$ cat config.mk
export PLATFORM = sky130hd
export DESIGN_NAME = pwm_frequency_div
export DESIGN_NICKNAME = d
export VERILOG_FILES = /design/src/rtl/pwm_frequency_div.sv
export SDC_FILE = /design/constraint.sdc
export NUM_CORES = 1
export LEC_CHECK = 0
export ABC_CLOCK_PERIOD_IN_PS = 5600
export BUFFER_PORTS_ARGS = -buffer_cell sky130_fd_sc_hd__buf_2
export CAP_MARGIN = 10
export CORE_ASPECT_RATIO = 2
export CORE_UTILIZATION = 35
export DETAILED_ROUTE_END_ITERATION = 8
export MAX_ROUTING_LAYER = met4
export PLACE_DENSITY = 0.54
export SYNTH_ARGS = -nofsm -noshare
export SYNTH_HDL_FRONTEND = slang
export SYNTH_SLANG_ARGS = --single-unit
$ cat constraint.sdc
create_clock -name clk -period 5.6 [get_ports clk]
set_input_delay 0.28 -clock clk [delete_from_list [all_inputs] [get_ports clk]]
set_output_delay 0.28 -clock clk [all_outputs]
set_load 0.01 [all_outputs]
$ cat src/rtl/pwm_frequency_div.sv
// Capture-side decimator: averages each block of 2^RATIO_LOG2 unsigned 16-bit
// samples into one round-half-up boxcar mean, with registered input and output.
module pwm_frequency_div #(
    parameter int unsigned RATIO_LOG2 = 3
) (
    input  logic        clk,
    input  logic        rst,
    input  logic        sync,
    input  logic [15:0] sound,
    input  logic        sound_rdy,
    output logic [15:0] sound_out,
    output logic        sound_out_rdy
);

    localparam int unsigned N  = 1 << RATIO_LOG2;
    localparam int unsigned AW = 16 + RATIO_LOG2;
    localparam int unsigned CW = RATIO_LOG2 + 1;
    localparam logic [AW:0] HALF = (AW + 1)'(N / 2);

    typedef enum logic {ACC, EMIT} state_t;

    state_t          state;
    logic [15:0]     b_sound;
    logic            b_sound_rdy;
    logic            b_sync;
    logic [AW-1:0]   acc;
    logic [CW-1:0]   cnt;
    logic [15:0]     b_sound_out;
    logic            b_sound_out_rdy;

    logic [AW:0]     rounded;
    logic [15:0]     avg;
    logic [AW-1:0]   first_acc;
    logic [CW-1:0]   first_cnt;

    always_comb begin
        rounded   = {1'b0, acc} + HALF;
        avg       = 16'(rounded >> RATIO_LOG2);
        first_acc = b_sound_rdy ? AW'(b_sound) : '0;
        first_cnt = CW'(b_sound_rdy);
    end

    always_ff @(posedge clk) begin
        if (rst) begin
            b_sound         <= '0;
            b_sound_rdy     <= 1'b0;
            b_sync          <= 1'b0;
            acc             <= '0;
            cnt             <= '0;
            state           <= ACC;
            b_sound_out     <= '0;
            b_sound_out_rdy <= 1'b0;
            sound_out       <= '0;
            sound_out_rdy   <= 1'b0;
        end else begin
            b_sound       <= sound;
            b_sound_rdy   <= sound_rdy;
            b_sync        <= sync;
            sound_out     <= b_sound_out;
            sound_out_rdy <= b_sound_out_rdy;

            b_sound_out     <= '0;
            b_sound_out_rdy <= 1'b0;

            case (state)
                ACC: begin
                    if (b_sync) begin
                        acc <= first_acc;
                        cnt <= first_cnt;
                    end else if (b_sound_rdy) begin
                        acc <= acc + AW'(b_sound);
                        cnt <= cnt + 1'b1;
                        if (cnt == CW'(N - 1))
                            state <= EMIT;
                    end
                end
                EMIT: begin
                    // A sample landing in the emit cycle seeds the next block,
                    // so sync here needs no special handling.
                    b_sound_out     <= avg;
                    b_sound_out_rdy <= 1'b1;
                    acc             <= first_acc;
                    cnt             <= first_cnt;
                    state           <= ACC;
                end
                default: state <= ACC;
            endcase
        end
    end

endmodule

==> summary.txt, run 1 <==
Outcome: complete, no violations
Core footprint: 0.00976 mm^2
CTS sink count: 76
Yosys top cell area share: 43.2%
CTS buffer count: 9
Clock-pin slew on the worst setup and hold paths: 0.06 ns
Resized cells post-CTS: 0
Filler cells: 997
Area contributors post-synth: dfxtp_1 43%, ha_1 6.4%, nor2b_1 6.2%
Area grow syn2layout: 16.3%
Cell with the most instances after synthesis: dfxtp_1
Htree depth: 3
DRT Pass-1 Iters: 4
Req. time, crit path: 5.87 ns
#FFs+latches synth: 76
Io pins: 37
Hold buffers post-CTS: 0
Setup crit end kind: register
Worst Hold Class: input port to register
Detail Placement HPWL: 6610 um
Cells after DPL: 541
Die area: 0.0105 mm^2
M1 WL: 2960 um
Final setup fails: 0
Share of cells above drive strength 1: 15.3%
Fin crit share: 40.3%
Vias in the first global route: 2,855
Max-slew violations: 0
Synth Flop Type: dfxtp_1
Final global-route overflow total: 0
P_int: 0.000930 W
Initial DRC Count: 143
Max cap viols: 0
Unrepaired setup endpoints after global routing: false
Via density per instance: 5.05
Max Clock Skew: 0.00870 ns
Synth warn: 0
IO Port Bufs: 36
Gp weighted congestion: 0.922
CP Class: register to register
Global-route wire length before repair: 13,900 um
Syn Std Cell Area: 0.00352 mm^2
Fin crit period: 2.26 ns
Measured slew at the worst slew-check pin: 0.758 ns
Cell taking the most area after synthesis: dfxtp_1
Clock power share: 46.5%
Post-CTS Setup Bufs: 0
Crit path max-delay cell type: dfxtp_1
Critical Path, Cell by Cell: ha_1, and2_4, a221oi_4, a211o_4, a311oi_2, or3_1, a21oi_2
Synth Net Count: 429
CP peak stage delay: 0.49 ns
Via count: 2,808
Worst-path fanout max: 8
Clock Tree Buf Depth: 2
CTS tree: built
Die H: 144 um
NetSw: 0.000294 W
Data arrival time of the worst path: 2.53 ns
Sequential power share: 46.4%
Clk_lat worst skew: 0.34 ns
Die X: 72.9 um
Switching share of total power: 24.0%
Static leakage: 1.63 nW
GR Util All Layers: 18.8%
Routed WL: 8720 um
Post-Synthesis Cells: 390
Met2 Routed Length: 4960 um
Worst rel slew slack: 49.3%
Top post-synthesis cells by count: 76 x dfxtp_1, 35 x nor2b_1, 33 x nand2_1, 31 x nor2_1, 24 x a21oi_1
Top sig layer: met4
WL met3: 208 um
Pwr dens: 299 mW/mm^2
Final hold vios: 0
Final total negative setup slack: 0 ns
Register area share after synthesis: 43.2%
Antenna Nets Post-Route: 0
Starting Density: 36.1%
Cell variety after synth: 56
FP Rows: 51
Pin count of the biggest net entering global routing: 61
Initial antenna violation count: 0
Number of synthesized flops with an enable pin: 0
Root buffer cell: clkbuf_16
Syn Area/Cell: 9.02 um^2
Worst vdd ir: 0.000183 V
Post-Layout Cell Count: 556
FFs w/ async S/R, synth: 0%
Combinational fraction of design power: 7.1%
Nets@finish: 459
Antenna diodes: 0
DRC Markers: 0
Per-cell routed wire length: 15.7 um
Startpoint types: register
Maximum clock frequency: 443 MHz
[logic make-up (layout without fill, tap and decap cells)]
group	count (synthesis)	after routing	synth area share, %
XOR/XNOR	24	24	5.97
AO/OA/AOI/OAI	84	84	16.8
flip-flops	76	76	43.2
adder cells (fa/ha/maj)	19	19	6.97
multiplexers	2	2	0.569
buffers and inverters	29	63	3.24
AND/OR/NAND/NOR	156	156	23.2
[layout by cell type, fill, tap and decap left out, types with 8 or more instances in the layout]
master / synthesis / final
a21oi_1: 24 / 24
inv_1: 10 / 10
xor2_1: 13 / 13
o21ai_0: 13 / 13
a22oi_1: 10 / 10
dfxtp_1: 76 / 76
ha_1: 18 / 18
clkbuf_16: 0 / 9
nand3_1: 13 / 13
buf_2: 4 / 36
xnor2_1: 11 / 11
nor2b_1: 35 / 35
nand2_1: 33 / 33
nor2_1: 31 / 31
nand4_1: 8 / 8
[flip-flops by register name, summed over array words and instances (netlist names)]
signal,flops
cnt,4
b_sound,16
b_sound_out,16
sound_out,16
sound_out_rdy,1
b_sync,1
b_sound_rdy,1
acc,19
state,1
b_sound_out_rdy,1
[power groups by stage]
stage	clock network (W)	registers (W)	logic [W]
floorplan	0	0.000572	0.0000656
global placement	0	0.000579	0.0000875
detailed placement	0	0.000579	0.0000882
CTS	0.000586	0.000567	0.0000884
global route	0.000609	0.000569	0.0000977
finish	0.000569	0.000567	0.0000873
[routing by layer]
metal / global-route usage [%] / vias to the layer above
li1: - / 1415
met2: 34.4 / 45
met5: - / -
met3: 4.14 / 27
met1: 16.3 / 1321
met4: 13.7 / 0
[worst max-delay path: cells and delay by family, from the launching register on]
kind | cells | cell delay [ns]
adders and majority gates | 1 | 0.35
DFF | 1 | 0.49
AOI/OAI and AO/OA | 4 | 0.76
and+or+nand+nor | 2 | 0.60
[worst paths after layout]
| path | end | slack (ns) | start | depth (start not counted) |
|---|---|---|---|---|
| max | acc[17] | 3.34 | acc[4] | 7 |
| min | b_sound[12] | 0.14 | sound[12] | 2 |
| max reg2reg | acc[17] | 3.34 | acc[4] | 7 |
| min reg2reg | sound_out[2] | 0.43 | b_sound_out[2] | 1 |
[cell type report]
| type | instances | area [um^2] | area share (%) |
|---|---|---|---|
| sequential | 76 | 1520 | 37.2 |
| clock inverter | 6 | 65.1 | 1.59 |
| multi-input combinational | 285 | 1880 | 46.0 |
| tap | 132 | 165 | 4.03 |
| inverter | 10 | 37.5 | 0.917 |
| clock buffer | 9 | 225 | 5.50 |
| timing repair buffer | 38 | 195 | 4.77 |
[per-stage QoR]
stage | utilization, % | total power, W | hold slack [ns] | instance area (um^2) | setup WS, ns
finish | 41.9 | 0.00122 | 0.144 | 4090 | 3.34
global placement | 39.0 | 0.000667 | 0.415 | 3800 | 3.35
CTS | 41.9 | 0.00124 | 0.136 | 4090 | 3.31
detailed placement | 39.0 | 0.000667 | 0.420 | 3800 | 3.33
global route | 41.9 | 0.00128 | 0.151 | 4090 | 3.17
floorplan | - | 0.000638 | 0.408 | 3520 | 3.57
Note: power is estimated with default switching activity, not from simulation.
==> inputs of run 2 (changes only) <==
--- a/config.mk
+++ b/config.mk
@@ -5,7 +5,7 @@
 export SDC_FILE = /design/constraint.sdc
 export NUM_CORES = 1
 export LEC_CHECK = 0
-export ABC_CLOCK_PERIOD_IN_PS = 5600
+export ABC_CLOCK_PERIOD_IN_PS = 2250
 export BUFFER_PORTS_ARGS = -buffer_cell sky130_fd_sc_hd__buf_2
 export CAP_MARGIN = 10
 export CORE_ASPECT_RATIO = 2
==> constraint.sdc (replaced) <==
create_clock -name clk -period 2.25 [get_ports clk]
set_input_delay 0.1125 -clock clk [delete_from_list [all_inputs] [get_ports clk]]
set_output_delay 0.1125 -clock clk [all_outputs]
set_load 0.01 [all_outputs]
==> summary.txt, run 2 (synthesis gave the netlist of run 1 again) <==
Max cap viols: 0 (unchanged)
Most frequent cells in the layout: 76 x dfxtp_1, 36 x buf_2, 35 x nor2b_1
Clock-pin slew on the worst setup and hold paths: 0.06 ns (about the same)
Die X: 72.9 um (unchanged)
IO Port Bufs: 36 (unchanged)
Final total negative setup slack: 0 ns (unchanged)
R2R depth: 7 (unchanged)
Commonest non-fill, non-tap cell in the layout: dfxtp_1
Cell Area, Placed: 0.00396 mm^2 (+4.1%)
Setup crit end kind: register
Antenna diodes: 0 (unchanged)
CTS buffer count: 9 (unchanged)
Worst-path fanout max: 5 (-3)
Maximum clock frequency: 473 MHz (+6.9%)
Max reg flops: 19 (unchanged)
Max Clock Skew: 0.00683 ns (-0.00187 ns)
Antenna Nets Post-Route: 0 (unchanged)
Max-slew violations: 0 (unchanged)
Static leakage: 1.82 nW (+12%)
Die H: 144 um (unchanged)
Measured slew at the worst slew-check pin: 0.476 ns (-0.282 ns)
Fin crit share: 93.9% (+54 points)
Unrepaired setup endpoints after global routing: false
Starting Density: 36.1% (unchanged)
CTS tree: built
Gp weighted congestion: 0.936 (+1.5%)
Die area: 0.0105 mm^2 (unchanged)
Post-CTS Setup Bufs: 0 (unchanged)
Vias in the first global route: 2,985 (+4.6%)
Core footprint: 0.00976 mm^2 (unchanged)
Pwr dens: 694 mW/mm^2 (+130%)
Startpoint types: register
RR Endpoint: acc[17]
Share of cells above drive strength 1: 18.8% (+3.5 points)
Hold slack final: 0.0299 ns (-0.114 ns)
Initial DRC Count: 95 (-34%)
Final Util: 45.5% (+3.5 points)
Outcome: complete, no violations
Worst vdd ir: 0.000406 V (+120%)
Largest Register: acc
Final setup fails: 0 (unchanged)
Final global-route overflow total: 0 (unchanged)
Fin crit period: 2.11 ns (-0.145 ns)
Via density per instance: 4.95 (-2.0%)
Nets@finish: 497 (+8.3%)
Design area: 0.00444 mm^2 (+8.5%)
Per-cell routed wire length: 15.0 um (-4.5%)
Data arrival time of the worst path: 2.38 ns (-0.15 ns)
Via count: 2,940 (+4.7%)
Htree depth: 3 (unchanged)
Reg-to-reg setup timing slack: 0.14 ns (-3.21 ns)
Pin count of the biggest net entering global routing: 33 (-46%)
Req. time, crit path: 2.52 ns (-3.35 ns)
Final hold vios: 0 (unchanged)
DRT Pass-1 Iters: 4 (unchanged)
Root buffer cell: clkbuf_16
DRC Markers: 0 (unchanged)
Area grow syn2layout: 26.2%
Worst rel slew slack: 68.2% (+19 points)
Critical Path Start: b_sound[4]
Detail Placement HPWL: 6860 um (+3.8%)
Io pins: 37 (unchanged)
Initial antenna violation count: 0 (unchanged)
CTS sink count: 76 (unchanged)
FP Rows: 51 (unchanged)
Clock Tree Buf Depth: 2 (unchanged)
CP Class: register to register
Critical path destination: acc[17]
Routed WL: 8890 um (+2.0%)
Worst Hold Class: input port to register
Global-route wire length before repair: 14,400 um (+3.3%)
GR Util All Layers: 19.5% (+0.68 points)
Clk_lat worst skew: 0.34 ns (about the same)
Reg2reg start: b_sound[4]
[run 2: cell types whose count changed in the layout (fill, tap and decap cells not counted), sizes merged]
cell / before / now
clkinvlp: 1 / 0
dlygate4sd3: 0 / 17
clkbuf: 9 / 10
buf: 38 / 59
[run 2: per-layer routing]
metal  track usage (%)  share of wire (%)  vias to the layer above
met5                 -                  0                        -
met4              14.2                6.5                        0
met3              3.93                2.6                       29
met2              36.4                 57                       52
met1              16.5                 34                     1370
li1                  -                  -                     1489
[run 2: power breakdown]
group | total, W | switching [W] | internal [W]
combinational | 0.000276 | 0.000152 | 0.000124
sequential | 0.00140 | 0.0000246 | 0.00138
clock | 0.00140 | 0.000547 | 0.000857
[run 2: what timing repair did]
| action | 4_1_cts | 5_1_grt |
|---|---|---|
| endpoints found under the hold margin | 17 | 0 |
| hold buffers | 17 | 0 |
| resized for setup | 0 | 3 |
| endpoints found under the setup margin | 0 | 6 |
[run 2: cell type report]
| class | count | area [um^2] |
|---|---|---|
| Tap cell | 132 | 165 |
| Clock buffer | 10 | 229 |
| Fill cell | 982 | 5320 |
| Clock inverter | 5 | 61.3 |
| Timing Repair Buffer | 76 | 523 |
| Inverter | 10 | 37.5 |
| Sequential cell | 76 | 1520 |
| Multi-Input combinational cell | 285 | 1900 |
[run 2: critical path, stage by stage (launching register included)]
cell and delay (ns):
dfxtp_1 0.32, ha_1 0.36, and2_4 0.21, a221oi_4 0.32, a211o_4 0.21, a311oi_2 0.12
or3_1 0.39, a21oi_2 0.11
[run 2: through the flow]
step	setup WS [ns]	total power (W)	cells
finish	0.137	0.00308	594
global route	0.00676	0.00323	594
CTS	0.00681	0.00313	594
detailed placement	0.0296	0.00168	562
global placement	0.0655	0.00168	562
floorplan	0.221	0.00159	390
[run 2: how the worst min path moves through the flow]
stage / startpoint / to / cells after the start
global placement: sound[14] / b_sound[14] / 2
detailed placement: sound[14] / b_sound[14] / 2
CTS: sound[4] / b_sound[4] / 2
global route: sound[4] / b_sound[4] / 2
floorplan: sound[0] / b_sound[0] / 1
finish: sound[4] / b_sound[4] / 2
==> inputs of run 3 (changes only) <==
==> constraint.sdc (replaced) <==
create_clock -name clk -period 2.25 [get_ports clk]
set_input_delay 0.45 -clock clk [delete_from_list [all_inputs] [get_ports clk]]
set_output_delay 0.45 -clock clk [all_outputs]
set_load 0.01 [all_outputs]
==> summary.txt, run 3 (synthesis gave the netlist of run 1 again) <==
Worst vdd ir: 0.000371 V (-8.7%)
Worst-path fanout max: 6 (+1)
Multi-input combinational cell area: 0.00191 mm^2 (+0.20%)
Maximum clock frequency: 471 MHz (-0.45%)
Global-route wire length before repair: 14,200 um (-0.86%)
Hold buffers post-CTS: 0 (-17)
Initial DRC Count: 93 (-2.1%)
Reg-to-reg setup timing slack: 0.13 ns (about the same)
Initial antenna violation count: 0 (unchanged)
Area occupied by registers: 0.00152 mm^2 (unchanged)
Hold_sp: sound[12]
Startpoint types: register
Antenna diodes: 0 (unchanged)
Most frequent cells in the layout: 76 x dfxtp_1, 36 x buf_2, 35 x nor2b_1
Hold slack final: 0.314 ns (+0.284 ns)
Gp weighted congestion: 0.921 (-1.6%)
Worst Hold Depth: 2 (unchanged)
Post-Layout Cell Count: 577 (-2.9%)
Antenna Nets Post-Route: 0 (unchanged)
Final Util: 44.0% (-1.5 points)
Static leakage: 1.75 nW (-3.7%)
Pre-CTS setup slack: 0.0550 ns (+0.0253 ns)
Clock Tree Buf Depth: 2 (unchanged)
DRC Markers: 0 (unchanged)
Die area: 0.0105 mm^2 (unchanged)
Io pins: 37 (unchanged)
Root buffer cell: clkbuf_16
Pin count of the biggest net entering global routing: 28 (-15%)
Overall power: 0.00315 W (+2.1%)
Pwr dens: 732 mW/mm^2 (+5.5%)
Final setup fails: 0 (unchanged)
Measured slew at the worst slew-check pin: 0.460 ns (-0.0162 ns)
Final global-route overflow total: 0 (unchanged)
Vias in the first global route: 2,921 (-2.1%)
Setup crit end kind: register
Clock-pin slew on the worst setup and hold paths: 0.06 ns (about the same)
Htree depth: 3 (unchanged)
Outcome: complete, no violations
Worst Hold Class: input port to register
Cells after DPL: 561 (-0.18%)
Die H: 144 um (unchanged)
Max cap viols: 0 (unchanged)
Die X: 72.9 um (unchanged)
FP Rows: 51 (unchanged)
Commonest non-fill, non-tap cell in the layout: dfxtp_1
Data arrival time of the worst path: 2.41 ns (+0.03 ns)
CTS sink count: 76 (unchanged)
Clk_lat worst skew: 0.34 ns (about the same)
Fin crit share: 94.3% (+0.42 points)
RR Endpoint: acc[18]
Req. time, crit path: 2.53 ns (about the same)
Nets@finish: 479 (-3.6%)
Largest Register: acc
Detail Placement HPWL: 6630 um (-3.3%)
Core footprint: 0.00976 mm^2 (unchanged)
Worst rel slew slack: 69.3% (+1.1 points)
Worst hold path endpoint: b_sound[12]
Max reg flops: 19 (unchanged)
Area grow syn2layout: 22.1%
Reg2reg start: b_sound[12]
R2R depth: 7 (unchanged)
Share of cells above drive strength 1: 20.0% (+1.2 points)
Routed WL: 8710 um (-2.1%)
CP Class: register to register
Final hold vios: 0 (unchanged)
Fin crit period: 2.12 ns (+0.00953 ns)
IO Port Bufs: 36 (unchanged)
Max-slew violations: 0 (unchanged)
GR Util All Layers: 19.1% (-0.44 points)
Starting Density: 36.1% (unchanged)
Max Clock Skew: 0.00558 ns (-0.00125 ns)
Via count: 2,894 (-1.6%)
Per-cell routed wire length: 15.1 um (+0.82%)
Final WS setup: 0.127 ns (-0.00953 ns)
Filler cells: 1,012 (+3.1%)
CTS tree: built
Via density per instance: 5.02 (+1.3%)
DRT Pass-1 Iters: 4 (unchanged)
CTS buffer count: 9 (unchanged)
-- run 3: timing repair --
action | CTS | global route
resized for setup | 0 | 4
endpoints found under the setup margin | 0 | 4
buffers inserted | 0 | 0
-- run 3: worst max-delay path, stage by stage, from the launching register on --
cell,delay (ns)
dfxtp_1,0.32
ha_1,0.36
a21oi_2,0.31
o221ai_1,0.20
a21oi_1,0.30
a31oi_4,0.15
a311o_1,0.37
nand2_1,0.05
-- run 3: metal layers --
metal,share of wire (%),routed length (um),up-vias,GRT usage (%)
met3,1.6,143,19,3.16
met1,37,3260,1370,17.9
met4,4.4,382,0,11.7
met5,0,0,-,-
met2,57,4930,41,35.1
li1,-,-,1464,-
-- run 3: per-stage QoR --
| step | setup TNS (ns) | instance area, um^2 |
|---|---|---|
| CTS | 0 | 4280 |
| floorplan | 0 | 3520 |
| global route | -0.00543 | 4300 |
| detailed placement | 0 | 3970 |
| global placement | 0 | 3970 |
| finish | 0 | 4300 |
-- run 3: layout make-up --
cell class / count / share of cell area [%]
multi-input cells: 285 / 44.4
clock inverters: 6 / 1.63
flip-flops and latches: 76 / 35.4
clock buffers: 10 / 5.56
inverters: 10 / 0.873
repair buffers: 58 / 8.33
well taps: 132 / 3.84
-- run 3: where the power goes --
part / internal, W / total, W / leakage (nW) / switching, W
combinational: 0.000105 / 0.000252 / 0.990 / 0.000147
sequential: 0.00138 / 0.00140 / 0.618 / 0.0000219
clock: 0.000897 / 0.00150 / 0.142 / 0.000600
total: 0.00238 / 0.00315 / 1.75 / 0.000770
-- run 3: worst max-delay path by stage --
| stage | cells after the start | startpoint | slack [ns] | endpoint |
|---|---|---|---|---|
| after floorplan | 7 | acc[4] | 0.22 | acc[17] |
| after global placement | 10 | b_sound[0] | 0.08 | acc[18] |
| after detailed placement | 10 | b_sound[0] | 0.05 | acc[18] |
| after CTS | 10 | b_sound[0] | 0.04 | acc[16] |
| after global routing | 7 | b_sound[12] | -0.005 | acc[18] |
| final | 7 | b_sound[12] | 0.13 | acc[18] |
